==> src/rtl/decode_stage_pkg.sv <==
// Shared definitions for the decode stage: ALU op codes, instruction field positions, register file geometry.
// Latency: n/a (types, constants and pure functions only).
// Backpressure: n/a.
package decode_stage_pkg;

    localparam int INSTR_W    = 32;
    localparam int OP_W       = 5;
    localparam int REG_ADDR_W = 4;
    localparam int NREG_DEF   = 16;
    localparam int IMM_W      = 16;

    // Instruction field positions
    localparam int OP_HI   = 31;
    localparam int OP_LO   = 27;
    localparam int RD_HI   = 26;
    localparam int RD_LO   = 23;
    localparam int RS1_HI  = 22;
    localparam int RS1_LO  = 19;
    localparam int UIMM_B  = 18;
    localparam int RS2_HI  = 17;
    localparam int RS2_LO  = 14;
    localparam int IMM_HI  = 15;
    localparam int IMM_LO  = 0;

    typedef enum logic [OP_W-1:0] {
        ALUOP_MOV  = 5'h00,
        ALUOP_MOVL = 5'h02,
        ALUOP_MOVH = 5'h03,
        ALUOP_ADD  = 5'h04,
        ALUOP_SUB  = 5'h05,
        ALUOP_MUL  = 5'h06,
        ALUOP_DIV  = 5'h07,
        ALUOP_AND  = 5'h08,
        ALUOP_OR   = 5'h09,
        ALUOP_NOT  = 5'h0A,
        ALUOP_XOR  = 5'h0B,
        ALUOP_SHL  = 5'h0C,
        ALUOP_SHR  = 5'h0D,
        ALUOP_ASR  = 5'h0E
    } aluop_e;

    // Raw instruction fields; rs2 and imm overlap in the encoding, use_imm selects which one matters.
    typedef struct packed {
        logic [OP_W-1:0]       op;
        logic [REG_ADDR_W-1:0] rd;
        logic [REG_ADDR_W-1:0] rs1;
        logic                  use_imm;
        logic [REG_ADDR_W-1:0] rs2;
        logic [IMM_W-1:0]      imm;
    } dec_fields_t;

    function automatic dec_fields_t f_split(input logic [INSTR_W-1:0] instr);
        dec_fields_t f;
        f.op      = instr[OP_HI:OP_LO];
        f.rd      = instr[RD_HI:RD_LO];
        f.rs1     = instr[RS1_HI:RS1_LO];
        f.use_imm = instr[UIMM_B];
        f.rs2     = instr[RS2_HI:RS2_LO];
        f.imm     = instr[IMM_HI:IMM_LO];
        return f;
    endfunction

    function automatic logic f_is_legal(input logic [OP_W-1:0] op);
        case (op)
            ALUOP_MOV, ALUOP_MOVL, ALUOP_MOVH, ALUOP_ADD, ALUOP_SUB,
            ALUOP_MUL, ALUOP_DIV, ALUOP_AND, ALUOP_OR, ALUOP_NOT,
            ALUOP_XOR, ALUOP_SHL, ALUOP_SHR, ALUOP_ASR: return 1'b1;
            default:                                   return 1'b0;
        endcase
    endfunction

endpackage

==> src/rtl/decode_stage_regfile_bypass.sv <==
// Register file, 2 read / 1 write ports, R0 hard-wired to zero, same-cycle write-through to both read ports.
// Latency: reads combinational; write visible to the array on the next clock edge, to the read ports immediately.
// Backpressure: none; writes are always accepted.
module regfile_bypass #(
    parameter int DATA_W = 32,
    parameter int NREG   = 16,
    parameter int ADDR_W = 4
) (
    input  logic              clk,
    input  logic              rst_n,
    input  logic              i_we,
    input  logic [ADDR_W-1:0] i_waddr,
    input  logic [DATA_W-1:0] i_wdata,
    input  logic [ADDR_W-1:0] i_raddr_a,
    input  logic [ADDR_W-1:0] i_raddr_b,
    output logic [DATA_W-1:0] o_rdata_a,
    output logic [DATA_W-1:0] o_rdata_b
);

    logic [DATA_W-1:0] r_regs [NREG];
    logic [DATA_W-1:0] w_rdata_a;
    logic [DATA_W-1:0] w_rdata_b;

    // Array write; R0 is never written so it always reads back as zero.
    always_ff @(posedge clk or negedge rst_n) begin
        if (!rst_n) begin
            for (int i = 0; i < NREG; i++) begin
                r_regs[i] <= '0;
            end
        end else if (i_we && (i_waddr != '0)) begin
            r_regs[i_waddr] <= i_wdata;
        end
    end

    // Read ports with write-through bypass so a dependant can issue in the writeback cycle.
    always_comb begin
        w_rdata_a = '0;
        w_rdata_b = '0;
        if (i_raddr_a != '0) begin
            w_rdata_a = (i_we && (i_waddr == i_raddr_a)) ? i_wdata : r_regs[i_raddr_a];
        end
        if (i_raddr_b != '0) begin
            w_rdata_b = (i_we && (i_waddr == i_raddr_b)) ? i_wdata : r_regs[i_raddr_b];
        end
    end

    assign o_rdata_a = w_rdata_a;
    assign o_rdata_b = w_rdata_b;

endmodule

==> src/rtl/decode_stage.sv <==
// ID stage: decodes an instruction, reads operands (with writeback bypass) and tracks pending destinations.
// Latency: 1 cycle from an accepted instruction to out_valid.
// Backpressure: in_ready drops on a busy source or a full, unconsumed output register; outputs hold while out_ready is low.
module decode_stage
    import decode_stage_pkg::*;
#(
    parameter int DATA_W = 32,
    parameter int NREG   = NREG_DEF
) (
    input  logic                  clk,
    input  logic                  rst_n,
    input  logic                  in_valid,
    output logic                  in_ready,
    input  logic [INSTR_W-1:0]    in_instr,
    output logic                  out_valid,
    input  logic                  out_ready,
    output logic [OP_W-1:0]       aluop,
    output logic                  is_alu_op,
    output logic [DATA_W-1:0]     val1,
    output logic [DATA_W-1:0]     val2,
    output logic [REG_ADDR_W-1:0] rd,
    output logic                  illegal,
    input  logic                  wb_en,
    input  logic [REG_ADDR_W-1:0] wb_addr,
    input  logic [DATA_W-1:0]     wb_data
);

    dec_fields_t           w_f;
    logic                  w_legal;
    logic                  w_movlh;
    logic                  w_use_imm16;
    logic                  w_rs2_used;
    logic [REG_ADDR_W-1:0] w_src_a;
    logic [DATA_W-1:0]     w_rdata_a;
    logic [DATA_W-1:0]     w_rdata_b;
    logic [DATA_W-1:0]     w_imm_ext;
    logic                  w_busy_a;
    logic                  w_busy_b;
    logic                  w_stall;
    logic                  w_issue;
    logic [NREG-1:0]       r_busy;
    logic [NREG-1:0]       w_busy_nxt;

    logic                  r_out_valid;
    logic [OP_W-1:0]       r_aluop;
    logic                  r_is_alu_op;
    logic [DATA_W-1:0]     r_val1;
    logic [DATA_W-1:0]     r_val2;
    logic [REG_ADDR_W-1:0] r_rd;
    logic                  r_illegal;

    assign w_f     = f_split(in_instr);
    assign w_legal = f_is_legal(w_f.op);
    assign w_movlh = (w_f.op == ALUOP_MOVL) || (w_f.op == ALUOP_MOVH);

    // MOVL/MOVH always carry imm16 and read the destination as the half to be preserved.
    assign w_use_imm16 = w_f.use_imm || w_movlh;
    assign w_rs2_used  = !w_use_imm16;
    assign w_src_a     = w_movlh ? w_f.rd : w_f.rs1;
    assign w_imm_ext   = {{(DATA_W-IMM_W){1'b0}}, w_f.imm};

    regfile_bypass #(
        .DATA_W (DATA_W),
        .NREG   (NREG),
        .ADDR_W (REG_ADDR_W)
    ) u_rf (
        .clk       (clk),
        .rst_n     (rst_n),
        .i_we      (wb_en),
        .i_waddr   (wb_addr),
        .i_wdata   (wb_data),
        .i_raddr_a (w_src_a),
        .i_raddr_b (w_f.rs2),
        .o_rdata_a (w_rdata_a),
        .o_rdata_b (w_rdata_b)
    );

    // A source being written back this cycle is not a hazard: the bypass delivers its value.
    assign w_busy_a = r_busy[w_src_a] && !(wb_en && (wb_addr == w_src_a));
    assign w_busy_b = r_busy[w_f.rs2] && !(wb_en && (wb_addr == w_f.rs2));
    assign w_stall  = w_busy_a || (w_rs2_used && w_busy_b);

    assign in_ready = !w_stall && (!r_out_valid || out_ready);
    assign w_issue  = in_valid && in_ready;

    // Scoreboard update: writeback clears, then a legal issue sets (set wins on the same register).
    always_comb begin
        w_busy_nxt = r_busy;
        if (wb_en) begin
            w_busy_nxt[wb_addr] = 1'b0;
        end
        if (w_issue && w_legal && (w_f.rd != '0)) begin
            w_busy_nxt[w_f.rd] = 1'b1;
        end
        w_busy_nxt[0] = 1'b0;
    end

    // Scoreboard register.
    always_ff @(posedge clk or negedge rst_n) begin
        if (!rst_n) begin
            r_busy <= '0;
        end else begin
            r_busy <= w_busy_nxt;
        end
    end

    // Output pipeline register: load on issue, empty when consumed with nothing new, otherwise hold.
    always_ff @(posedge clk or negedge rst_n) begin
        if (!rst_n) begin
            r_out_valid <= 1'b0;
            r_aluop     <= '0;
            r_is_alu_op <= 1'b0;
            r_val1      <= '0;
            r_val2      <= '0;
            r_rd        <= '0;
            r_illegal   <= 1'b0;
        end else if (w_issue) begin
            r_out_valid <= 1'b1;
            r_aluop     <= w_f.op;
            r_is_alu_op <= w_legal;
            r_val1      <= w_rdata_a;
            r_val2      <= w_use_imm16 ? w_imm_ext : w_rdata_b;
            r_rd        <= w_legal ? w_f.rd : '0;
            r_illegal   <= !w_legal;
        end else if (out_ready) begin
            r_out_valid <= 1'b0;
        end
    end

    assign out_valid = r_out_valid;
    assign aluop     = r_aluop;
    assign is_alu_op = r_is_alu_op;
    assign val1      = r_val1;
    assign val2      = r_val2;
    assign rd        = r_rd;
    assign illegal   = r_illegal;

endmodule

==> config.mk <==
export PLATFORM = sky130hd
export DESIGN_NAME = decode_stage
export DESIGN_NICKNAME = d
export VERILOG_FILES = /design/src/rtl/decode_stage_pkg.sv /design/src/rtl/decode_stage_regfile_bypass.sv /design/src/rtl/decode_stage.sv
export SDC_FILE = /design/constraint.sdc
export NUM_CORES = 1
export LEC_CHECK = 0
export BUFFER_PORTS_ARGS = -buffer_cell sky130_fd_sc_hd__buf_2
export CELL_PAD_IN_SITES_DETAIL_PLACEMENT = 1
export CELL_PAD_IN_SITES_GLOBAL_PLACEMENT = 2
export CORE_ASPECT_RATIO = 1.25
export CORE_MARGIN = 2
export CORE_UTILIZATION = 40
export DETAILED_ROUTE_END_ITERATION = 8
export PLACE_DENSITY = 0.84
export SYNTH_ARGS = -nofsm -noshare
export SYNTH_HDL_FRONTEND = slang
export SYNTH_SLANG_ARGS = --single-unit
==> constraint.sdc <==
create_clock -name clk -period 2.4 [get_ports clk]
set_input_delay 0.12 -clock clk [delete_from_list [all_inputs] [get_ports clk]]
set_output_delay 0.12 -clock clk [all_outputs]
set_load 0.02 [all_outputs]
==> impl_metrics.toml, run 1 <==
[logic_synthesis]
syn_area_per_cell_um2 = 13.4
synth-edff-count = 0
synth_seq_cells = 603
ys_seq_area_share_pct = 47.7
ys_top_cells_by_area = "dfrtp_1, mux2_2, mux4_2, mux2i_1, a32oi_1"
synth-async-reset-ratio_pct = 100
ys.flop_type = "dfrtp_1"
synth_warnings = 0
synth_fp_nets = 2440
synth_cell_types = 54
syn_inst = 2367
yosys.area.top_type_share_pct = 47.7
syn_area_mm2 = 0.0316
yosysTopAreaCell = "dfrtp_1"

[grt]
antenna_found_initial = 2
grt_max_degree = 118
grt_pass1_wl_um = 165000
grt.overflow.total = 0
grt_use_total_pct = 26.9
grt_pass1_vias = 25200

[routing]
first_iter_violations = 1628
wl_um = 111000
via_per_inst = 6.21
ant_nets = 0
wire_per_inst_um = 30.2
num_vias = 22800
dr.pass1.iters = 5
drc = 0

[critical_path]
cp.arrival_ns = 3.11
cpMaxStageDelayCell = "mux4_2"
crit_path_max_fanout = 19
worstSetupEndpointType = "register"
cp.required_ns = 2.89
cp-start-kind = "register"
path_class = "reg -> reg"
crit_chain = "mux4_2, mux2_4, a2bb2oi_2, o32a_1, o211ai_1, buf_4, buf_12, buf_16, mux2_1"
max_stage_delay_ns = 0.47

[clocking]
htreeDepth = 3
clock-sinks = 603
clock_latency_ns = 0.62
cts_tree = "yes"
clock_path_buffers = 3
clkSlewWorstSetupHoldPaths_ns = 0.06
root_buffer = "clkbuf_16"
cts_made_buffers = 66

[sta]
slew_headroom_pct = 24.3
finalHoldViolations = 0
min_period_over_period_pct = 109
clock_skew_ns = 0.0276
finalSetupViolCount = 91
fin_setup_tns_ns = -12.92
fin_ws_ns = -0.214
fmax_ghz = 0.383
tightest_slew_ns = 1.14
rsz0062_at_grt = "yes"
layout_min_cycle_time_ns = 2.61
maxSlewViolCount = 0

[place]
post-place-ws_ns = -0.727
dp_cells = 3487
dpl.hpwl_um = 66600
routabilityCongestion = 0.852
portBuffers = 149

[worst_hold_path]
hp-class = "in -> reg"

[layout]
final_nets = 2636
layout_common_cells = "dfrtp_1, mux2_2, nand2_1"
layout_commonest_cell = "dfrtp_1"
post_route_cells_drive_above_1_share_pct = 46.0
stdcell_count = 3662
syn_to_final_growth_pct = 20.6
fillers = 7862

[floorplanning]
core-area_mm2 = 0.0786
dieArea_mm2 = 0.0813
fp.dieH_um = 318
num_io_pins = 150
initial_core_util_pct = 40.2
fp.dieW_um = 255
rows = 115

[outcome]
status = "finished, violations left"
violations = "negative setup slack"

[pwr]
peakVddDrop_mv = 0.465
p_per_area_mw_per_mm2 = 885
p_leak_nw = 16.8

[job]
maxCapViolations = 0
critical path, delay by kind of cell (launching register included):
family	cells	cell delay (ns)
multiplexers	3	1.10
buffers and inverters	3	0.50
AO/OA/AOI/OAI	3	0.47
flip-flops	1	0.39
power by group:
group	leakage (nW)	total [mW]	internal, mW	switching [mW]
sequential	7.49	14.6	12.6	1.97
combinational	8.23	8.85	4.70	4.14
clock	1.06	10.4	6.08	4.28
total	16.8	33.8	23.4	10.4
metrics by stage:
stage	instance area, um^2	utilization (%)	total power [mW]	hold WS (ns)
floorplan	31700	-	19.6	-0.176
global placement	34800	44.4	22.3	0.0899
detailed placement	34800	44.4	22.9	0.0970
CTS	38000	48.3	33.8	0.00233
global route	38100	48.5	35.2	0.0373
finish	38100	48.5	33.8	0.0120
registers in the layout (all words and copies together) (netlist names):
register / count
aluop: 5
illegal: 1
is_alu_op: 1
out_valid: 1
r_busy: 15
rd: 4
u_rf.r_regs: 512
val1: 32
val2: 32
area by class of cell:
type	instances	area (um^2)	area share [%]
Inverter	13	48.8	0.128
Sequential cell	603	15100	39.6
Timing Repair Buffer	378	3470	9.10
Antenna cell	3	7.51	0.0197
Multi-Input combinational cell	1501	16000	42.1
Tap cell	1053	1320	3.46
Clock buffer	96	1960	5.13
Clock inverter	15	198	0.518
cells in the mapped netlist (2+ instances only):
library cell  number
o221ai_1           3
xor2_1             4
buf_6             10
nor2b_1            5
nand2_1          220
inv_1             13
a221oi_1           2
a21oi_1            3
a31oi_1            2
nor4_1             2
mux2_2           534
clkbuf_1         201
nand3_1           38
a21o_1             2
o41ai_1           12
mux2i_1          220
buf_1             28
nor2_1            32
a22oi_1           64
o21ai_1            2
a32oi_1          113
nor2_2             2
mux2_1            22
or3_1              8
dfrtp_1          603
mux4_2           163
buf_2             11
nor3b_1            2
o21ai_0           13
nand2b_1           9
repair_timing:
action,4_1_cts,5_1_grt
cloned,6,0
hold endpoints to repair,601,0
buffers inserted,6,7
resized for setup,63,27
hold buffers,44,0
endpoints found under the setup margin,92,92
pin swaps,19,6
path summary, 6_finish.rpt:
| check | end | cells after the start | slack [ns] | start |
|---|---|---|---|---|
| min in group asynchronous | val2[25]$_DFFE_PN0P_ | 2 | 0.04 | rst_n |
| worst max register to register | val2[9]$_DFFE_PN0P_ | 9 | -0.21 | r_busy[10]$_DFF_PN0_ |
| worst min register to register | u_rf.r_regs[490]$_DFFE_PN0P_ | 0 | 0.40 | u_rf.r_regs[490]$_DFFE_PN0P_ |
| worst min-delay path | u_rf.r_regs[453]$_DFFE_PN0P_ | 2 | 0.01 | wb_data[5] |
| worst max-delay path | val2[9]$_DFFE_PN0P_ | 9 | -0.21 | r_busy[10]$_DFF_PN0_ |
| max in group asynchronous | u_rf.r_regs[108]$_DFFE_PN0P_ | 3 | 1.28 | rst_n |
kinds of logic after synthesis:
| kind of cell | Yosys count | synth area share, % |
|---|---|---|
| xor+xnor | 5 | 0.138 |
| compound gates | 231 | 5.96 |
| buf+inv | 263 | 3.40 |
| simple gates | 324 | 4.32 |
| mux | 941 | 38.5 |
| flops | 603 | 47.7 |
metal layers:
metal	GRT usage [%]	vias to the layer above	wire length (um)
met2	45.7	842	55300
met4	13.8	0	5550
met3	4.38	305	5980
li1	-	9329	-
met5	0	-	0
met1	33.2	12300	43700
Note: power is estimated with default switching activity, not from simulation.
==> inputs of run 2 (changes only) <==
Settings changed: CTS_BUF_LIST from default to sky130_fd_sc_hd__clkbuf_8.
==> impl_metrics.toml, run 2 (same netlist as run 1, synthesis figures left out) <==
[outcome]
status = "finished, violations left"
violations = "negative setup slack"

[critical_path]
cp.required_ns = 3.02
rrSetupSlack_ns = -0.37
worstSetupEndpointType = "register"
cp-start-kind = "register"
crit_path_max_fanout = 7
path_class = "reg -> reg"
cp.arrival_ns = 3.39

[clocking]
cts_made_buffers = 99
clkSlewWorstSetupHoldPaths_ns = 0.07
clock-sinks = 603
cts_tree = "yes"
clock_latency_ns = 0.76
root_buffer = "clkbuf_8"
htreeDepth = 3
clock_path_buffers = 3

[pwr]
peakVddDrop_mv = 0.414
p_per_area_mw_per_mm2 = 862
p_leak_nw = 17.1
power_mw = 33.2

[sta]
layout_min_cycle_time_ns = 2.77
fin_setup_tns_ns = -23.86
slew_headroom_pct = 25.7
finalSetupViolCount = 91
rsz0062_at_grt = "yes"
tightest_slew_ns = 1.11
finalHoldViolations = 0
clock_skew_ns = 0.0540
maxSlewViolCount = 0
hold_ws_ns = 0.0860
fin_ws_ns = -0.366
fmax_ghz = 0.362
min_period_over_period_pct = 115

[place]
portBuffers = 149
dp_cells = 3487
dpl.hpwl_um = 66600
routabilityCongestion = 0.852

[worst_hold_path]
hp-class = "in -> reg"

[grt]
grt_max_degree = 118
grt_pass1_wl_um = 168000
grt_use_total_pct = 27.4
grt_pass1_vias = 25400
antenna_found_initial = 1
grt.overflow.total = 0

[floorplanning]
fp.dieH_um = 318
num_io_pins = 150
initial_core_util_pct = 40.2
fp.dieW_um = 255
core-area_mm2 = 0.0786
rows = 115
dieArea_mm2 = 0.0813

[routing]
ant_nets = 0
wl_met1_um = 43800
via_per_inst = 6.16
drc = 0
met2_length_um = 56000
first_iter_violations = 1806
num_vias = 23200
dr.pass1.iters = 6
routed.top_layer = "met4"
met3_length_um = 7090
wire_per_inst_um = 29.9
wl_um = 113000

[layout]
layout_commonest_cell = "dfrtp_1"
seqCellArea_mm2 = 0.0151
final_nets = 2709
largest_reg_flops = 512
fillers = 7925
finish.utilization_pct = 49.1
top_register = "u_rf.r_regs"
layout_common_cells = "dfrtp_1, mux2_2, nand2_1"
syn_to_final_growth_pct = 21.9
multi_input_area_mm2 = 0.0160
post_route_cells_drive_above_1_share_pct = 47.1
stdcell_count = 3761

[job]
maxCapViolations = 0
## run 2: cell type report
cell class / instances / share of cell area, %
Multi-Input combinational cell: 1501 / 41.6
Clock buffer: 127 / 4.53
Clock inverter: 45 / 0.889
Inverter: 13 / 0.127
Tap cell: 1053 / 3.42
Timing Repair Buffer: 418 / 10.3
Antenna cell: 1 / 0.00649
Sequential cell: 603 / 39.1
## run 2: where the power goes
part | leakage, nW | internal [mW] | switching, mW
logic | 8.42 | 4.83 | 4.20
registers | 7.49 | 12.6 | 1.96
clock network | 1.16 | 5.19 | 4.47
total | 17.1 | 22.6 | 10.6
## run 2: final timing paths
kind | from | to | depth (start not counted)
setup / recovery | r_busy[3]$_DFF_PN0_ | val2[26]$_DFFE_PN0P_ | 11
hold / removal | wb_addr[2] | r_busy[7]$_DFF_PN0_ | 5
setup reg to reg | r_busy[3]$_DFF_PN0_ | val2[26]$_DFFE_PN0P_ | 11
hold reg to reg | u_rf.r_regs[483]$_DFFE_PN0P_ | u_rf.r_regs[483]$_DFFE_PN0P_ | 0
max in group asynchronous | rst_n | u_rf.r_regs[43]$_DFFE_PN0P_ | 3
min in group asynchronous | rst_n | u_rf.r_regs[285]$_DFFE_PN0P_ | 3
## run 2: layer usage
layer	GRT usage [%]	up-vias
li1	-	9493
met1	33.6	12400
met2	46.6	931
met3	5.04	320
met4	13.3	0
met5	0	-
## run 2: what timing repair did
item | 4_1_cts | 5_1_grt
cloned | 13 | 0
pin swaps | 17 | 3
setup buffers | 14 | 14
setup endpoints to repair | 92 | 92
hold buffers | 70 | 0
gates resized for setup | 79 | 22
hold endpoints to repair | 1148 | 0
## run 2: worst max-delay path, stage by stage, from the launching register on
cell and delay [ns]:
dfrtp_1 0.41, mux4_2 0.47, mux2_4 0.31, a2bb2oi_4 0.14, o32a_1 0.19, buf_4 0.12, o211ai_1 0.08, buf_4 0.19
buf_12 0.17, buf_12 0.14, buf_16 0.14, mux2_4 0.29
## run 2: per-stage QoR
| stage | worst slack [ns] | area, um^2 |
|---|---|---|
| 2_1_floorplan | -0.208 | 31700 |
| 3_3_place_gp | -0.678 | 34800 |
| 3_5_place_dp | -0.727 | 34800 |
| 4_1_cts | -0.329 | 38500 |
| 5_1_grt | -0.409 | 38500 |
| 6_report | -0.366 | 38500 |
==> inputs of run 3 (changes only) <==
Settings changed: ABC_AREA from default to 1, CORE_UTILIZATION 40 to 37, PLACE_DENSITY 0.84 to 0.92.
==> impl_metrics.toml, run 3 <==
[critical_path]
rr_worst_depth = 12
cp-start-kind = "register"
path_class = "reg -> out"
cp.required_ns = 2.28
crit_start = "r_busy[9]$_DFF_PN0_"
rrSetupSlack_ns = 0.19
r2r-start = "r_busy[9]$_DFF_PN0_"
crit_path_max_fanout = 3
rr_endpoint = "val1[31]$_DFFE_PN0P_"
worstSetupEndpointType = "output port"
cp.arrival_ns = 2.19

[clocking]
htreeDepth = 3
clkSlewWorstSetupHoldPaths_ns = 0.06
clock-sinks = 603
root_buffer = "clkbuf_8"
clock_path_buffers = 3
cts_tree = "yes"
cts_made_buffers = 111
clock_latency_ns = 0.77

[floorplanning]
rows = 121
fp.dieW_um = 268
num_io_pins = 150
core-area_mm2 = 0.0869
initial_core_util_pct = 37.2
fp.dieH_um = 335
dieArea_mm2 = 0.0898

[routing]
wl_met1_um = 54400
routed.top_layer = "met4"
met2_length_um = 66600
drc = 0
dr.pass1.iters = 5
first_iter_violations = 2671
wl_um = 138000
wire_per_inst_um = 23.5
num_vias = 33100
met3_length_um = 8570
ant_nets = 0
via_per_inst = 5.66

[worst_hold_path]
hold_depth = 4
hp-class = "in -> reg"
hold_start = "wb_addr[0]"
hold_end = "r_busy[5]$_DFF_PN0_"

[logic_synthesis]
synth_most_common_cell = "nand2_1"
ys_top_cells_by_count = "nand2_1, o21ai_0, dfrtp_1"
yosysTopAreaCell = "dfrtp_1"
syn_area_per_cell_um2 = 7.21
synth-edff-count = 0
synth_fp_nets = 4557
synth-async-reset-ratio_pct = 100
ys_seq_area_share_pct = 46.7
synth_warnings = 0
yosys.area.top_type_share_pct = 46.7
synth_seq_cells = 603
ys.flop_type = "dfrtp_1"
syn_area_mm2 = 0.0323
ys_top_cells_by_area = "dfrtp_1, nand2_1, o21ai_0, a21oi_1, inv_1"
syn_inst = 4484
synth_cell_types = 34

[grt]
grt.overflow.total = 0
grt_pass1_wl_um = 207000
grt_use_total_pct = 30.2
grt_pass1_vias = 34100
antenna_found_initial = 5
grt_max_degree = 112

[sta]
finalHoldViolations = 0
hold_ws_ns = 0.0451
fmax_ghz = 0.434
finalSetupViolCount = 0
clock_skew_ns = 0.0443
slew_headroom_pct = 39.4
maxSlewViolCount = 0
tightest_slew_ns = 0.906
fin_ws_ns = 0.0937
min_period_over_period_pct = 96.1
layout_min_cycle_time_ns = 2.31

[place]
routabilityCongestion = 0.873
dpl.hpwl_um = 83700
post-place-ws_ns = -0.0593
portBuffers = 149

[pwr]
p_leak_nw = 17.9
peakVddDrop_mv = 0.496
p_per_area_mw_per_mm2 = 834

[layout]
syn_to_final_growth_pct = 18.4
finish.utilization_pct = 44.1
final_nets = 4681
largest_reg_flops = 512
top_register = "u_rf.r_regs"
post_route_cells_drive_above_1_share_pct = 10.9
layout_common_cells = "nand2_1, o21ai_0, dfrtp_1"
layout_commonest_cell = "nand2_1"

[job]
maxCapViolations = 0

[outcome]
status = "finished clean"
run 3: per-layer routing:
layer	up-vias	GRT usage, %
met2	1138	51.3
met1	16700	36.3
met3	376	5.04
met5	-	0
li1	15000	-
met4	0	16.8
run 3: through the flow:
| stage | setup TNS, ns | power [mW] | instances | area [um^2] |
|---|---|---|---|---|
| 4_1_cts | 0 | 32.0 | 5845 | 38100 |
| 3_3_place_gp | 0 | 21.6 | 5581 | 35200 |
| 3_5_place_dp | -0.657 | 21.9 | 5581 | 35200 |
| 5_1_grt | -0.0177 | 33.7 | 5855 | 38300 |
| 2_1_floorplan | 0 | 18.6 | 4484 | 32300 |
| 6_report | 0 | 31.9 | 5858 | 38300 |
run 3: cells by family after synthesis:
family / Yosys count / share of synthesized area, %
xor gates and xnor gates: 2 / 0.0542
buffers and inverters: 791 / 9.51
DFF: 603 / 46.7
and+or+nand+nor: 1793 / 22.5
AOI/OAI and AO/OA: 1295 / 21.3
run 3: area by class of cell:
type	count	area, um^2
Multi-Input combinational cell	3090	14400
Antenna cell	6	15.0
Inverter	409	1540
Tap cell	1168	1460
Sequential cell	603	15100
Clock buffer	143	1970
Clock inverter	46	193
Fill cell	10900	48600
Timing Repair Buffer	393	3640
run 3: how the worst max path moves through the flow:
stage	end	slack (ns)
3_5_place_dp	val1[3]$_DFFE_PN0P_	-0.06
6_report	in_ready	0.09
4_1_cts	in_ready	0.03
5_1_grt	in_ready	-0.02
2_1_floorplan	in_ready	0.50
3_3_place_gp	val1[6]$_DFFE_PN0P_	0.002
run 3: power breakdown:
group	switching, mW	total (mW)	internal, mW
sequential	1.60	14.1	12.5
clock	4.61	9.87	5.26
combinational	5.27	7.97	2.70
total	11.5	31.9	20.5
run 3: worst max-delay path, cell delays in order (launching register included):
cell and delay (ns):
dfrtp_1 0.44, a21oi_1 0.18, o21ai_1 0.10, nand3_1 0.10, nand3_1 0.09, nand4_1 0.14
nand2_1 0.09, a21oi_1 0.14, buf_4 0.18
run 3: repair_timing:
action,4_1_cts,5_1_grt
resized for setup,0,7
setup buffers,0,3
endpoints found under the hold margin,1150,0
endpoints found under the setup margin,0,3
hold buffers,75,0
